==> config.mk <==
export PLATFORM = sky130hd
export DESIGN_NAME = hazard_control_unit
export DESIGN_NICKNAME = d
export VERILOG_FILES = /design/src/rtl/hazard_control_unit_pkg.sv /design/src/rtl/hazard_control_unit_fwd_compare.sv /design/src/rtl/hazard_control_unit.sv
export SDC_FILE = /design/constraint.sdc
export NUM_CORES = 1
export LEC_CHECK = 0
export BUFFER_PORTS_ARGS = -buffer_cell sky130_fd_sc_hd__buf_4
export CORE_MARGIN = 2
export CORE_UTILIZATION = 48
export CTS_BUF_LIST = sky130_fd_sc_hd__clkbuf_4 sky130_fd_sc_hd__clkbuf_8 sky130_fd_sc_hd__clkbuf_16
export DETAILED_ROUTE_END_ITERATION = 10
export PLACE_DENSITY = 0.81
export REMOVE_ABC_BUFFERS = 1
export SLEW_MARGIN = 20
export SYNTH_ARGS = -nofsm -noshare
export SYNTH_HDL_FRONTEND = slang
export SYNTH_SLANG_ARGS = --single-unit
==> constraint.sdc <==
create_clock -name clk -period 2.3 [get_ports clk]
set_input_delay 0.46 -clock clk [delete_from_list [all_inputs] [get_ports clk]]
set_output_delay 0.46 -clock clk [all_outputs]
set_load 0.005 [all_outputs]
==> src/rtl/hazard_control_unit_pkg.sv <==
// Shared types for the hazard control unit: FSM encoding and register-file constants.
// Pure declarations; no timing or flow-control behaviour of its own.
package hazard_control_unit_pkg;

    localparam int REG_W = 4;

    // R0 is hardwired to zero, so it never participates in forwarding or load-use detection.
    localparam logic [REG_W-1:0] R0 = '0;

    typedef enum logic [1:0] {
        RUN      = 2'd0,
        MEM_WAIT = 2'd1,
        DRAIN    = 2'd2,
        HALTED   = 2'd3
    } hcuState_e;

endpackage

==> src/rtl/hazard_control_unit_fwd_compare.sv <==
// One operand's bypass select: EX/MEM (XX) beats MEM/WB (MX); R0 never matches.
// Purely combinational, zero latency; no flow control.
module fwd_compare
    import hazard_control_unit_pkg::*;
(
    input  logic [REG_W-1:0] srcReg,
    input  logic             srcUsed,
    input  logic [REG_W-1:0] exDst,
    input  logic             exRfWr,
    input  logic [REG_W-1:0] memDst,
    input  logic             memRfWr,
    output logic             xxFwd,
    output logic             mxFwd
);

    always_comb begin
        xxFwd = srcUsed && exRfWr && (exDst == srcReg) && (exDst != R0);
        mxFwd = srcUsed && memRfWr && (memDst == srcReg) && (memDst != R0) && !xxFwd;
    end

endmodule

==> src/rtl/hazard_control_unit.sv <==
// Pipeline-register write enables, bubbles and forwarding flags; sequences stalls, flushes and halt drain.
// Controls are combinational from state + inputs (zero latency); halted/stall_count are registered.
module hazard_control_unit
    import hazard_control_unit_pkg::*;
#(
    parameter int DRAIN_CYCLES = 3,
    parameter int CNT_W        = 16
) (
    input  logic             clk,
    input  logic             rst,
    input  logic [REG_W-1:0] id_src1,
    input  logic [REG_W-1:0] id_src2,
    input  logic             id_src1_used,
    input  logic             id_src2_used,
    input  logic             id_hlt,
    input  logic             id_br_taken,
    input  logic [REG_W-1:0] ex_dst,
    input  logic             ex_rf_wr,
    input  logic             ex_is_load,
    input  logic [REG_W-1:0] mem_dst,
    input  logic             mem_rf_wr,
    input  logic             dmem_busy,
    output logic             pc_we,
    output logic             ifid_we,
    output logic             ifid_noop,
    output logic             idex_we,
    output logic             idex_noop,
    output logic             exmem_we,
    output logic             memwb_noop,
    output logic             xx_reg1,
    output logic             xx_reg2,
    output logic             mx_reg1,
    output logic             mx_reg2,
    output logic             halted,
    output logic [CNT_W-1:0] stall_count
);

    localparam int DRW = (DRAIN_CYCLES > 1) ? $clog2(DRAIN_CYCLES) : 1;
    localparam logic [DRW-1:0] DRAIN_LOAD = DRW'(DRAIN_CYCLES - 1);

    hcuState_e      state, nextState;
    logic [DRW-1:0] drainCnt, drainNext;

    logic xx1Raw, xx2Raw, mx1Raw, mx2Raw;
    logic loadUse;

    fwd_compare u_fwd1 (
        .srcReg  (id_src1),
        .srcUsed (id_src1_used),
        .exDst   (ex_dst),
        .exRfWr  (ex_rf_wr),
        .memDst  (mem_dst),
        .memRfWr (mem_rf_wr),
        .xxFwd   (xx1Raw),
        .mxFwd   (mx1Raw)
    );

    fwd_compare u_fwd2 (
        .srcReg  (id_src2),
        .srcUsed (id_src2_used),
        .exDst   (ex_dst),
        .exRfWr  (ex_rf_wr),
        .memDst  (mem_dst),
        .memRfWr (mem_rf_wr),
        .xxFwd   (xx2Raw),
        .mxFwd   (mx2Raw)
    );

    always_comb begin
        xx_reg1 = xx1Raw && !rst;
        xx_reg2 = xx2Raw && !rst;
        mx_reg1 = mx1Raw && !rst;
        mx_reg2 = mx2Raw && !rst;
    end

    // A load result is only available after MEM, so forwarding cannot cover it next cycle.
    always_comb begin
        loadUse = ex_is_load && ex_rf_wr && (ex_dst != R0) &&
                  ((id_src1_used && (ex_dst == id_src1)) ||
                   (id_src2_used && (ex_dst == id_src2)));
    end

    always_comb begin
        nextState  = state;
        drainNext  = drainCnt;
        pc_we      = 1'b1;
        ifid_we    = 1'b1;
        ifid_noop  = 1'b0;
        idex_we    = 1'b1;
        idex_noop  = 1'b0;
        exmem_we   = 1'b1;
        memwb_noop = 1'b0;

        unique case (state)
            // MEM_WAIT releases with no lost cycle: once memory is done the ID
            // instruction is evaluated exactly as in RUN.
            RUN, MEM_WAIT: begin
                if (dmem_busy) begin
                    pc_we      = 1'b0;
                    ifid_we    = 1'b0;
                    idex_we    = 1'b0;
                    exmem_we   = 1'b0;
                    memwb_noop = 1'b1;
                    nextState  = MEM_WAIT;
                end else begin
                    nextState = RUN;
                    if (loadUse) begin
                        pc_we     = 1'b0;
                        ifid_we   = 1'b0;
                        idex_noop = 1'b1;
                    end else if (id_br_taken) begin
                        ifid_noop = 1'b1;
                    end else if (id_hlt) begin
                        pc_we     = 1'b0;
                        ifid_noop = 1'b1;
                        drainNext = DRAIN_LOAD;
                        nextState = DRAIN;
                    end
                end
            end
            DRAIN: begin
                pc_we     = 1'b0;
                ifid_noop = 1'b1;
                idex_noop = 1'b1;
                if (dmem_busy) begin
                    ifid_we    = 1'b0;
                    idex_we    = 1'b0;
                    exmem_we   = 1'b0;
                    memwb_noop = 1'b1;
                end else if (drainCnt == '0) begin
                    nextState = HALTED;
                end else begin
                    drainNext = drainCnt - 1'b1;
                end
            end
            HALTED: begin
                pc_we      = 1'b0;
                ifid_we    = 1'b0;
                ifid_noop  = 1'b1;
                idex_we    = 1'b0;
                idex_noop  = 1'b1;
                exmem_we   = 1'b0;
                memwb_noop = 1'b1;
            end
        endcase

        if (rst) begin
            pc_we      = 1'b0;
            ifid_we    = 1'b0;
            ifid_noop  = 1'b1;
            idex_we    = 1'b0;
            idex_noop  = 1'b1;
            exmem_we   = 1'b0;
            memwb_noop = 1'b1;
        end
    end

    always_ff @(posedge clk or posedge rst) begin
        if (rst) begin
            state       <= RUN;
            drainCnt    <= '0;
            halted      <= 1'b0;
            stall_count <= '0;
        end else begin
            state    <= nextState;
            drainCnt <= drainNext;
            halted   <= (nextState == HALTED);
            if (!pc_we && (state != HALTED) && (stall_count != '1)) begin
                stall_count <= stall_count + 1'b1;
            end
        end
    end

endmodule
# --- Word level (Yosys, flattened, before mapping) ---
# Cells that the tools add are included.
totals:
  ff_bits: 21
  elab_cells: 101
  out_inout_bits: 28
op_classes:
  muxes: 40
  n_addsub: 2
  n_eq_ne: 16
  reduce_logical: 39
op_table:
  columns: ["operator", "count"]
  rows:
  - ["$logic_and 1x1->1", 25]
  - ["$mux 2", 12]
  - ["$mux 1", 20]
  - ["$add 16x1->16 const B", 1]
  - ["$eq 4x4->1", 4]
  - ["$ne 16x16->1 const B", 1]
  - ["$ne 2x2->1 const B", 7]
  - ["$pmux 1 s2", 5]
  - ["$pmux 2 s2", 2]
  - ["$reduce_bool 4->1", 2]
  - ["$reduce_and 7->1", 1]
  - ["$eq 2x2->1 const B", 3]
  - ["$logic_not 1->1", 4]
  - ["$logic_not 2->1", 2]
  - ["$reduce_or 2->1", 2]
  - ["$pmux 1 s3", 1]
  - ["$reduce_or 3->1", 1]
  - ["$eq 2x1->1 const B", 1]
  - ["$reduce_bool 2->1", 1]
  - ["$sub 2x1->2 const B", 1]
  - ["$logic_or 1x1->1", 1]

# --- Depth between registers and ports, before layout ---
# Gate-level depths: netlist (run 1).
logic_depth:
  ltp_word: 11
  ltp_mapped: 7

# --- By module ---
# Synthesis (run 1) repeated with hierarchy kept, for this count alone.
hier_totals:
  cells_unflattened: 167
  area_unflattened_um2: 1521.5
modules_own_cells:
  columns: ["module", "seq_area_each_um2", "cells_per_inst", "area_each_um2", "instances"]
  rows:
  - ["hazard_control_unit", 525.5, 131, 1271.2, 1]
  - ["fwd_compare", 0.0, 18, 125.1, 2]

# --- Worst setup path after synthesis (run 1) ---
# Ideal clock, no wire load.
synth_timing:
  path_kind: "input port to output port"
  startpoint: "input port rst"
  endpoint: "output port mx_reg1"
  t_arrival_ns: 1.612
  required_ns: 1.840
  slack_ns: 0.228
  n_path_buf: 0
  path_stages: 4
  path_cell_list: "inv_1 nand3_1 nor4_1 o2111a_1"
synth_via:
  elab_chain_len: 2
synth_rtl:
  columns: ["element", "line", "rtl"]
  rows:
  - ["start, declared", "hazard_control_unit.sv:10", "input logic rst,"]
  - ["$logic_not 1->1 (no line)", null, null]
  - ["$logic_and 1x1->1", "hazard_control_unit.sv:72", "mx_reg1 = mx1Raw && !rst;"]
  - ["end, declared", "hazard_control_unit.sv:32", "output logic mx_reg1,"]
# Every way passes these cells.

# --- Final worst setup path (run 1) ---
layout_timing:
  startpoint: "input port ex_dst[0]"
  endpoint: "output port ifid_noop"
layout_via:
  elab_chain_len: 8
  elab_cells_between_ends: 12
layout_rtl:
  columns: ["element", "line", "rtl"]
  rows:
  - ["start, declared", "hazard_control_unit.sv:17", "input logic [REG_W-1:0] ex_dst,"]
  - ["$eq 4x4->1, on equally long branches", "hazard_control_unit.sv:79, hazard_control_unit.sv:80", null]
  - ["$logic_and 1x1->1, on equally long branches", "hazard_control_unit.sv:79, hazard_control_unit.sv:80", null]
  - ["$logic_or 1x1->1", "hazard_control_unit.sv:79", "((id_src1_used && (ex_dst == id_src1)) ||"]
  - ["$logic_and 1x1->1 (*)", "hazard_control_unit.sv:78", "loadUse = ex_is_load && ex_rf_wr && (ex_dst != R0) &&"]
  - ["$mux 1 (*)", "hazard_control_unit.sv:107", "if (loadUse) begin"]
  - ["$mux 1 (*)", "hazard_control_unit.sv:98", "if (dmem_busy) begin"]
  - ["$pmux 1 s2 (*)", "hazard_control_unit.sv:94", "unique case (state)"]
  - ["$mux 1 (*)", "hazard_control_unit.sv:147", "if (rst) begin"]
  - ["end, declared", "hazard_control_unit.sv:25", "output logic ifid_noop,"]
# Every way passes the cells marked *; elsewhere a longest branch is shown, timed or not.

==> results.json, run 1 <==
{
  "drc": 0,
  "vias": 1240,
  "synth_edf_count": 0,
  "seqPwrFrac_pct": 45.2,
  "cts_buffers": 3,
  "finClkSkew_ns": 0.000783,
  "slew_viol_final": 0,
  "syn_area_per_cell_um2": 9.75,
  "cts_setup_buffers": 0,
  "grt-ovfl-total": 0,
  "fmax_mhz": 453,
  "port_buffers": 53,
  "period_share_pct": 95.9,
  "io-pin-count": 54,
  "ys_ff_latch": 21,
  "yosysWarnings": 0,
  "n_antenna_cell": 0,
  "cts_hold_buf": 0,
  "vias_per_cell": 5.49,
  "ir_worst_vdd_mv": 0.878,
  "yosysMostFrequentCell": "xor2_1",
  "hold_class": "in -> async",
  "drive_gt1_share_pct": 35.4,
  "path_clk_slew_ns": 0.12,
  "placed_cells": 222,
  "cts.path.max_buffers": 2,
  "cp_data_required_time_ns": 1.84,
  "worst_slew_pin_slew_ns": 0.531,
  "cp-end-kind": "primary output",
  "synth_ff_type": "dfrtp_1",
  "drt_first_pass_iters": 4,
  "num_rows": 19,
  "cts_max_level": 1,
  "synthArstFlopShare_pct": 100,
  "fillers": 239,
  "finalHoldViolations": 0,
  "cts_tree": "yes",
  "routedWlPerCell_um": 13.3,
  "worstPathMaxFanout": 3,
  "yosysSeqAreaShare_pct": 39.1,
  "clkSinkCount": 21,
  "syn_inst": 138,
  "synth_top_area_share_pct": 39.1,
  "dr.first_iter.drc_count": 46,
  "finalNetCount": 224,
  "gp_congestion": 0.816,
  "p_total_mw": 1.36,
  "multi_input_area_um2": 762,
  "grt_max_degree": 23,
  "fin_util_pct": 66.9,
  "layout.cells.non_filler": 226,
  "clk_latency_ns": 0.32,
  "power_density_nw_per_um2": 749,
  "rsz0062_at_grt": "no",
  "status": "finished clean",
  "place_hpwl_um": 2470,
  "wl_um": 3010,
  "startpoint_type": "primary input",
  "relSlewSlack_pct": 64.1,
  "p_int_uw": 862,
  "syn_to_final_growth_pct": 34.7,
  "syn-cell-area_um2": 1350,
  "setup-tns-final_ns": 0,
  "fin_crit_ns": 2.21,
  "setup_viol": 0,
  "synth_commonest_cells": "xor2_1 (24), dfrtp_1 (21), nand2_1 (11)",
  "die_area_um2": 3240,
  "clkPwrFrac_pct": 13.7,
  "p_sw_uw": 495,
  "cts_root_buffer": "clkbuf_4",
  "antenna_found_initial": 0,
  "synth_cell_types": 35,
  "ant_nets": 0,
  "seq_area_um2": 526,
  "die_x_um": 56.9,
  "grt_pass1_wl_um": 5140,
  "initial_utilization_pct": 49.6,
  "grt_pass1_vias": 1224,
  "synth_top_cell_by_area": "dfrtp_1",
  "worstPathArrival_ns": 1.75,
  "switching_share_pct": 36.5,
  "path_class": "in -> out",
  "drv_cap": 0,
  "leakage_nw": 0.806,
  "grtUsageTotal_pct": 20.1,
  "die_h_um": 56.9,
  "p_comb_share_pct": 41.1,
  "yosys-top-cells-area": "dfrtp_1 (39%), xor2_1 (16%), xnor2_1 (5.2%), nor4_1 (4.7%), nand2_1 (3.1%)",
  "coreArea_um2": 2710
}
-- logic make-up (layout without fill, tap and decap cells) --
family | count (synthesis) | after routing | share of synthesized area, %
and+or+nand+nor | 57 | 57 | 23.9
xor gates and xnor gates | 32 | 32 | 20.8
DFF | 21 | 21 | 39.1
AOI/OAI and AO/OA | 13 | 13 | 9.02
buffers and inverters | 12 | 69 | 4.46
adders and majority gates | 2 | 2 | 1.86
muxes | 1 | 1 | 0.837
-- per-layer routing --
metal | track usage, % | up-vias | share of wire, %
met2 | 37.4 | 44 | 51
met3 | 2.04 | 5 | 5.3
met4 | 8.64 | 0 | 1.8
li1 | - | 599 | -
met5 | 0 | - | 0
met1 | 23.1 | 592 | 42
-- placed cells by master (no fill, tap or decap), types with 2 or more instances in the layout --
cell type	instances
and2_0	2
buf_4	57
clkbuf_4	3
dfrtp_1	21
ha_1	2
inv_1	8
nand2_1	10
nand3_1	7
nand4_1	2
nor2_1	6
nor3_1	7
nor4_1	10
nor4b_1	3
o2111a_1	2
o21ai_0	2
o21bai_1	2
xnor2_1	8
xor2_1	24
-- per-stage QoR --
step	hold slack (ns)	instance area [µm²]	setup slack (ns)
6_report	0.213	1810	0.0933
5_1_grt	0.238	1810	0.0266
4_1_cts	0.219	1810	0.00895
3_5_place_dp	0.491	1780	0.0261
3_3_place_gp	0.481	1780	0.0589
2_1_floorplan	0.450	1320	0.228
-- state kept, by name, indices dropped and copies added (netlist names) --
name,flops
halted,1
drainCnt,2
stall_count,16
state,2
-- final timing paths --
path | startpoint | endpoint | slack, ns | cells past startpoint
worst max-delay path | ex_dst[0] | ifid_noop | 0.09 | 7
worst min-delay path | rst | state[1] | 0.21 | 3
worst max register to register | stall_count[0] | stall_count[9] | 0.22 | 7
worst min register to register | stall_count[6] | stall_count[6] | 0.50 | 1
max in group asynchronous | rst | stall_count[0] | 1.87 | 3
min in group clk | dmem_busy | state[0] | 0.46 | 3
-- what timing repair did --
item                                    4_1_cts  5_1_grt
hold endpoints to repair                      0        0
endpoints found under the setup margin        0        1
gates resized for setup                       0        2
-- critical path: stages --
cell	delay (ns)
buf_4	0.13
or4_4	0.53
and3_4	0.22
nand2_2	0.08
nand2_1	0.07
o21ai_1	0.14
buf_4	0.12
-- power groups by stage --
stage | logic, mW | registers [mW] | clock network, mW
CTS | 0.564 | 0.612 | 0.188
floorplan | 0.282 | 0.606 | 0
detailed placement | 0.562 | 0.620 | 0
finish | 0.558 | 0.614 | 0.185
global route | 0.618 | 0.630 | 0.206
global placement | 0.539 | 0.609 | 0
-- layout make-up --
cell class                 instances  area share [%]
tap                               31            2.14
sequential                        21            29.0
timing repair buffer              57            23.6
clock inverter                     1           0.276
inverter                           8            1.66
multi-input combinational        105            42.1
clock buffer                       3            1.24
Power figures use the tool's default switching activity.
==> run 2: changes to the inputs <==
RECOVER_POWER = 25   (was default)
==> results.json, run 2 (synthesized netlist as in run 1, its figures left out) <==
{
  "relSlewSlack_pct": 64.1,
  "vias": 1243,
  "layout_commonest_cell": "buf_4",
  "p_total_mw": 1.36,
  "die_h_um": 56.9,
  "final_cell_mix": "buf_4 (56), xor2_1 (24), dfrtp_1 (21)",
  "setup-tns-final_ns": 0,
  "place_hpwl_um": 2470,
  "n_antenna_cell": 0,
  "die_area_um2": 3240,
  "critPathCapture": "ifid_noop",
  "initial_utilization_pct": 49.6,
  "fmax_mhz": 453,
  "num_rows": 19,
  "cts_setup_buffers": 0,
  "syn_to_final_growth_pct": 34.4,
  "period_share_pct": 95.9,
  "ant_nets": 0,
  "cts_root_buffer": "clkbuf_4",
  "grt_pass1_vias": 1224,
  "grt-ovfl-total": 0,
  "fin_crit_ns": 2.21,
  "cts_max_level": 1,
  "coreArea_um2": 2710,
  "dr.first_iter.drc_count": 46,
  "startpoint": "ex_dst[0]",
  "ir_worst_vdd_mv": 0.878,
  "status": "finished clean",
  "path_clk_slew_ns": 0.12,
  "setup_viol": 0,
  "drive_gt1_share_pct": 34.9,
  "gp_congestion": 0.816,
  "die_x_um": 56.9,
  "finClkSkew_ns": 0.000791,
  "cts_tree": "yes",
  "antenna_found_initial": 0,
  "largest_reg_flops": 16,
  "cp_data_required_time_ns": 1.84,
  "grt_pass1_wl_um": 5140,
  "vias_per_cell": 5.50,
  "leakage_nw": 0.803,
  "grtUsageTotal_pct": 20.1,
  "wl_um": 3010,
  "rsz0062_at_grt": "no",
  "routedWlPerCell_um": 13.3,
  "rrSetupSlack_ns": 0.22,
  "drv_cap": 0,
  "path_class": "in -> out",
  "reg2reg_depth": 7,
  "drt_first_pass_iters": 4,
  "r2r_start": "stall_count[0]",
  "cts.path.max_buffers": 2,
  "worst_slew_pin_slew_ns": 0.531,
  "regMostFlops": "stall_count",
  "r2r-end": "stall_count[9]",
  "drc": 0,
  "cp-end-kind": "primary output",
  "port_buffers": 53,
  "finalNetCount": 224,
  "slew_viol_final": 0,
  "clkSinkCount": 21,
  "grt_max_degree": 23,
  "hold_class": "in -> async",
  "cts_buffers": 3,
  "finalHoldViolations": 0,
  "power_density_nw_per_um2": 750,
  "fillers": 240,
  "clk_latency_ns": 0.32,
  "worstPathMaxFanout": 3,
  "top_regs": "stall_count x16, drainCnt x2, state x2",
  "startpoint_type": "primary input",
  "worstPathArrival_ns": 1.75,
  "io-pin-count": 54
}
-- run 2: changes by cell type in the layout (fill, tap and decap cells not counted), sizes merged --
cell and change:
buf -1, clkbuf +1
-- run 2: layout make-up --
type | count | area [µm²] | area share [%]
clock buffer | 3 | 22.5 | 1.25
timing repair buffer | 57 | 424 | 23.5
clock inverter | 1 | 5.00 | 0.277
multi-input combinational | 105 | 762 | 42.1
sequential | 21 | 526 | 29.1
inverter | 8 | 30.0 | 1.66
tap | 31 | 38.8 | 2.15
-- run 2: per-layer routing --
metal  part of all wire (%)  global-route usage (%)  vias up
li1                       -                       -      599
met1                     41                    23.1      595
met2                     51                    37.4       44
met3                    5.3                    2.04        5
met4                    1.8                    8.64        0
met5                      0                       0        -
-- run 2: metrics by stage --
stage / utilization (%) / instances / setup slack, ns / cell area (µm²) / hold WS, ns
2_1_floorplan: - / 134 / 0.228 / 1320 / 0.450
3_3_place_gp: 65.7 / 222 / 0.0589 / 1780 / 0.481
3_5_place_dp: 65.7 / 222 / 0.0261 / 1780 / 0.491
4_1_cts: 66.8 / 226 / 0.00895 / 1810 / 0.219
5_1_grt: 66.7 / 226 / 0.0266 / 1810 / 0.275
6_report: 66.7 / 226 / 0.0933 / 1810 / 0.238
-- run 2: report_power, final --
part | leakage (nW) | switching [mW] | internal, mW
clock network | 0.0177 | 0.120 | 0.0653
registers | 0.236 | 0.125 | 0.488
logic | 0.549 | 0.249 | 0.308
total | 0.803 | 0.495 | 0.862
-- run 2: worst min path at each step --
stage,to,slack (ns),cells past startpoint
after CTS,state[1],0.22,3
after detailed placement,stall_count[6],0.49,1
after floorplan,drainCnt[0],0.45,1
after global routing,state[0],0.28,3
after global placement,stall_count[6],0.48,1
final,state[1],0.24,3
-- run 2: repair_timing --
item,CTS,global route
setup endpoints to repair,0,1
resized for setup,0,2
hold buffers,0,0
endpoints found under the hold margin,0,0
-- run 2: worst max-delay path: stages --
cell	delay, ns
buf_4	0.13
or4_4	0.53
and3_4	0.22
nand2_2	0.08
nand2_1	0.07
o21ai_1	0.14
buf_4	0.12
==> run 3: changes to the inputs <==
clock period = 2.5 ns   (was 2.3 ns; I/O delays follow)
==> results.json, run 3 (synthesized netlist as in run 1, its figures left out) <==
{
  "clk_latency_ns": 0.31,
  "routedWlPerCell_um": 14.1,
  "setup_viol": 0,
  "coreArea_um2": 2710,
  "cts_root_buffer": "clkbuf_4",
  "setup-tns-final_ns": 0,
  "cts_setup_buffers": 0,
  "postPlaceCellArea_um2": 1780,
  "worstPathMaxFanout": 4,
  "die_x_um": 56.9,
  "antenna_found_initial": 0,
  "gr-usage-met1_pct": 25.3,
  "io-pin-count": 54,
  "hold_class": "in -> async",
  "cp_data_required_time_ns": 2.00,
  "initial_utilization_pct": 49.6,
  "final_cell_area_um2": 1810,
  "rsz0062_at_grt": "no",
  "top_regs": "stall_count x16, drainCnt x2, state x2",
  "placed_cells": 222,
  "layout_commonest_cell": "buf_4",
  "cts_buffers": 3,
  "syn_to_final_growth_pct": 34.2,
  "period_share_pct": 96.5,
  "fillers": 216,
  "whs_ns": 0.289,
  "wl_um": 3190,
  "num_rows": 19,
  "drv_cap": 0,
  "startpoint_type": "primary input",
  "top_usage_layer": "met2",
  "path_clk_slew_ns": 0.13,
  "drive_gt1_share_pct": 34.4,
  "final_cell_mix": "buf_4 (56), xor2_1 (24), dfrtp_1 (21)",
  "largest_reg_flops": 16,
  "r2r-end": "stall_count[12]",
  "worst_slew_pin_slew_ns": 0.550,
  "reg2reg_depth": 7,
  "drt_first_pass_iters": 4,
  "place_hpwl_um": 2600,
  "path_class": "in -> out",
  "worstPathArrival_ns": 1.91,
  "grt_max_degree": 23,
  "die_h_um": 56.9,
  "port_buffers": 53,
  "gr-usage-met3_pct": 2.72,
  "cts_resized": 0,
  "ir_worst_vdd_mv": 0.707,
  "finalHoldViolations": 0,
  "slew_viol_final": 0,
  "fin_crit_ns": 2.41,
  "rrSetupSlack_ns": 0.38,
  "die_area_um2": 3240,
  "finClkSkew_ns": 0.00933,
  "dr.first_iter.drc_count": 32,
  "vias_per_cell": 5.51,
  "n_antenna_cell": 0,
  "finalNetCount": 224,
  "cts.path.max_buffers": 2,
  "relSlewSlack_pct": 62.8,
  "regMostFlops": "stall_count",
  "cts_hold_buf": 0,
  "grt_pass1_vias": 1223,
  "layout.cells.non_filler": 226,
  "grtUsageMet2_pct": 37.1,
  "ant_nets": 0,
  "fmax_mhz": 414,
  "leakage_nw": 0.803,
  "grt_pass1_wl_um": 5380,
  "vias": 1245,
  "power_density_nw_per_um2": 696,
  "r2r_start": "stall_count[0]",
  "cp-end-kind": "primary output",
  "status": "finished clean",
  "fin_util_pct": 66.6,
  "gp_congestion": 0.813,
  "grtUsageTotal_pct": 21.1,
  "cts_max_level": 1,
  "grt-ovfl-total": 0,
  "clkSinkCount": 21,
  "drc": 0,
  "cts_tree": "yes"
}
-- run 3: cell count changes in the layout (fill, tap and decap cells not counted) --
cell     previous run  this run
o21ai_0             2         3
nand2_2             1         0
o21ai_1             1         0
nand2_1            10        11
-- run 3: critical path, stage by stage --
cell and delay [ns]:
buf_4 0.13, or4_4 0.53, and3_4 0.21, nand2_1 0.10
nand2_1 0.11, o21ai_0 0.19, buf_4 0.14
-- run 3: final cells by class --
cell class	instances	area, µm²	area share [%]
Clock buffer	3	22.5	1.25
Clock inverter	1	5.00	0.277
Tap cell	31	38.8	2.15
Inverter	8	30.0	1.66
Multi-Input combinational cell	105	759	42.1
Timing Repair Buffer	57	424	23.5
Sequential cell	21	526	29.1
-- run 3: through the flow --
| stage | total power [mW] | setup slack, ns |
|---|---|---|
| 4_1_cts | 1.26 | 0.0897 |
| 6_report | 1.26 | 0.0866 |
| 3_3_place_gp | 1.06 | 0.129 |
| 5_1_grt | 1.33 | 0.0125 |
| 2_1_floorplan | 0.817 | 0.348 |
| 3_5_place_dp | 1.10 | 0.105 |
-- run 3: worst max path at each step --
stage                endpoint      start
floorplan             mx_reg1        rst
global placement    ifid_noop  ex_dst[0]
detailed placement  ifid_noop  ex_dst[0]
CTS                 ifid_noop  ex_dst[0]
global route        ifid_noop  ex_dst[0]
finish              ifid_noop  ex_dst[0]
-- run 3: layer usage --
layer | part of all wire, % | wire length (µm)
met4 | 1.7 | 54
met3 | 5.8 | 185
met1 | 41 | 1320
met5 | 0 | 0
met2 | 51 | 1630
-- run 3: where the power goes --
group	internal, mW	leakage [nW]	switching, mW	total (mW)
sequential	0.449	0.236	0.123	0.571
clock	0.0598	0.0177	0.111	0.171
combinational	0.283	0.549	0.231	0.514
total	0.791	0.803	0.465	1.26
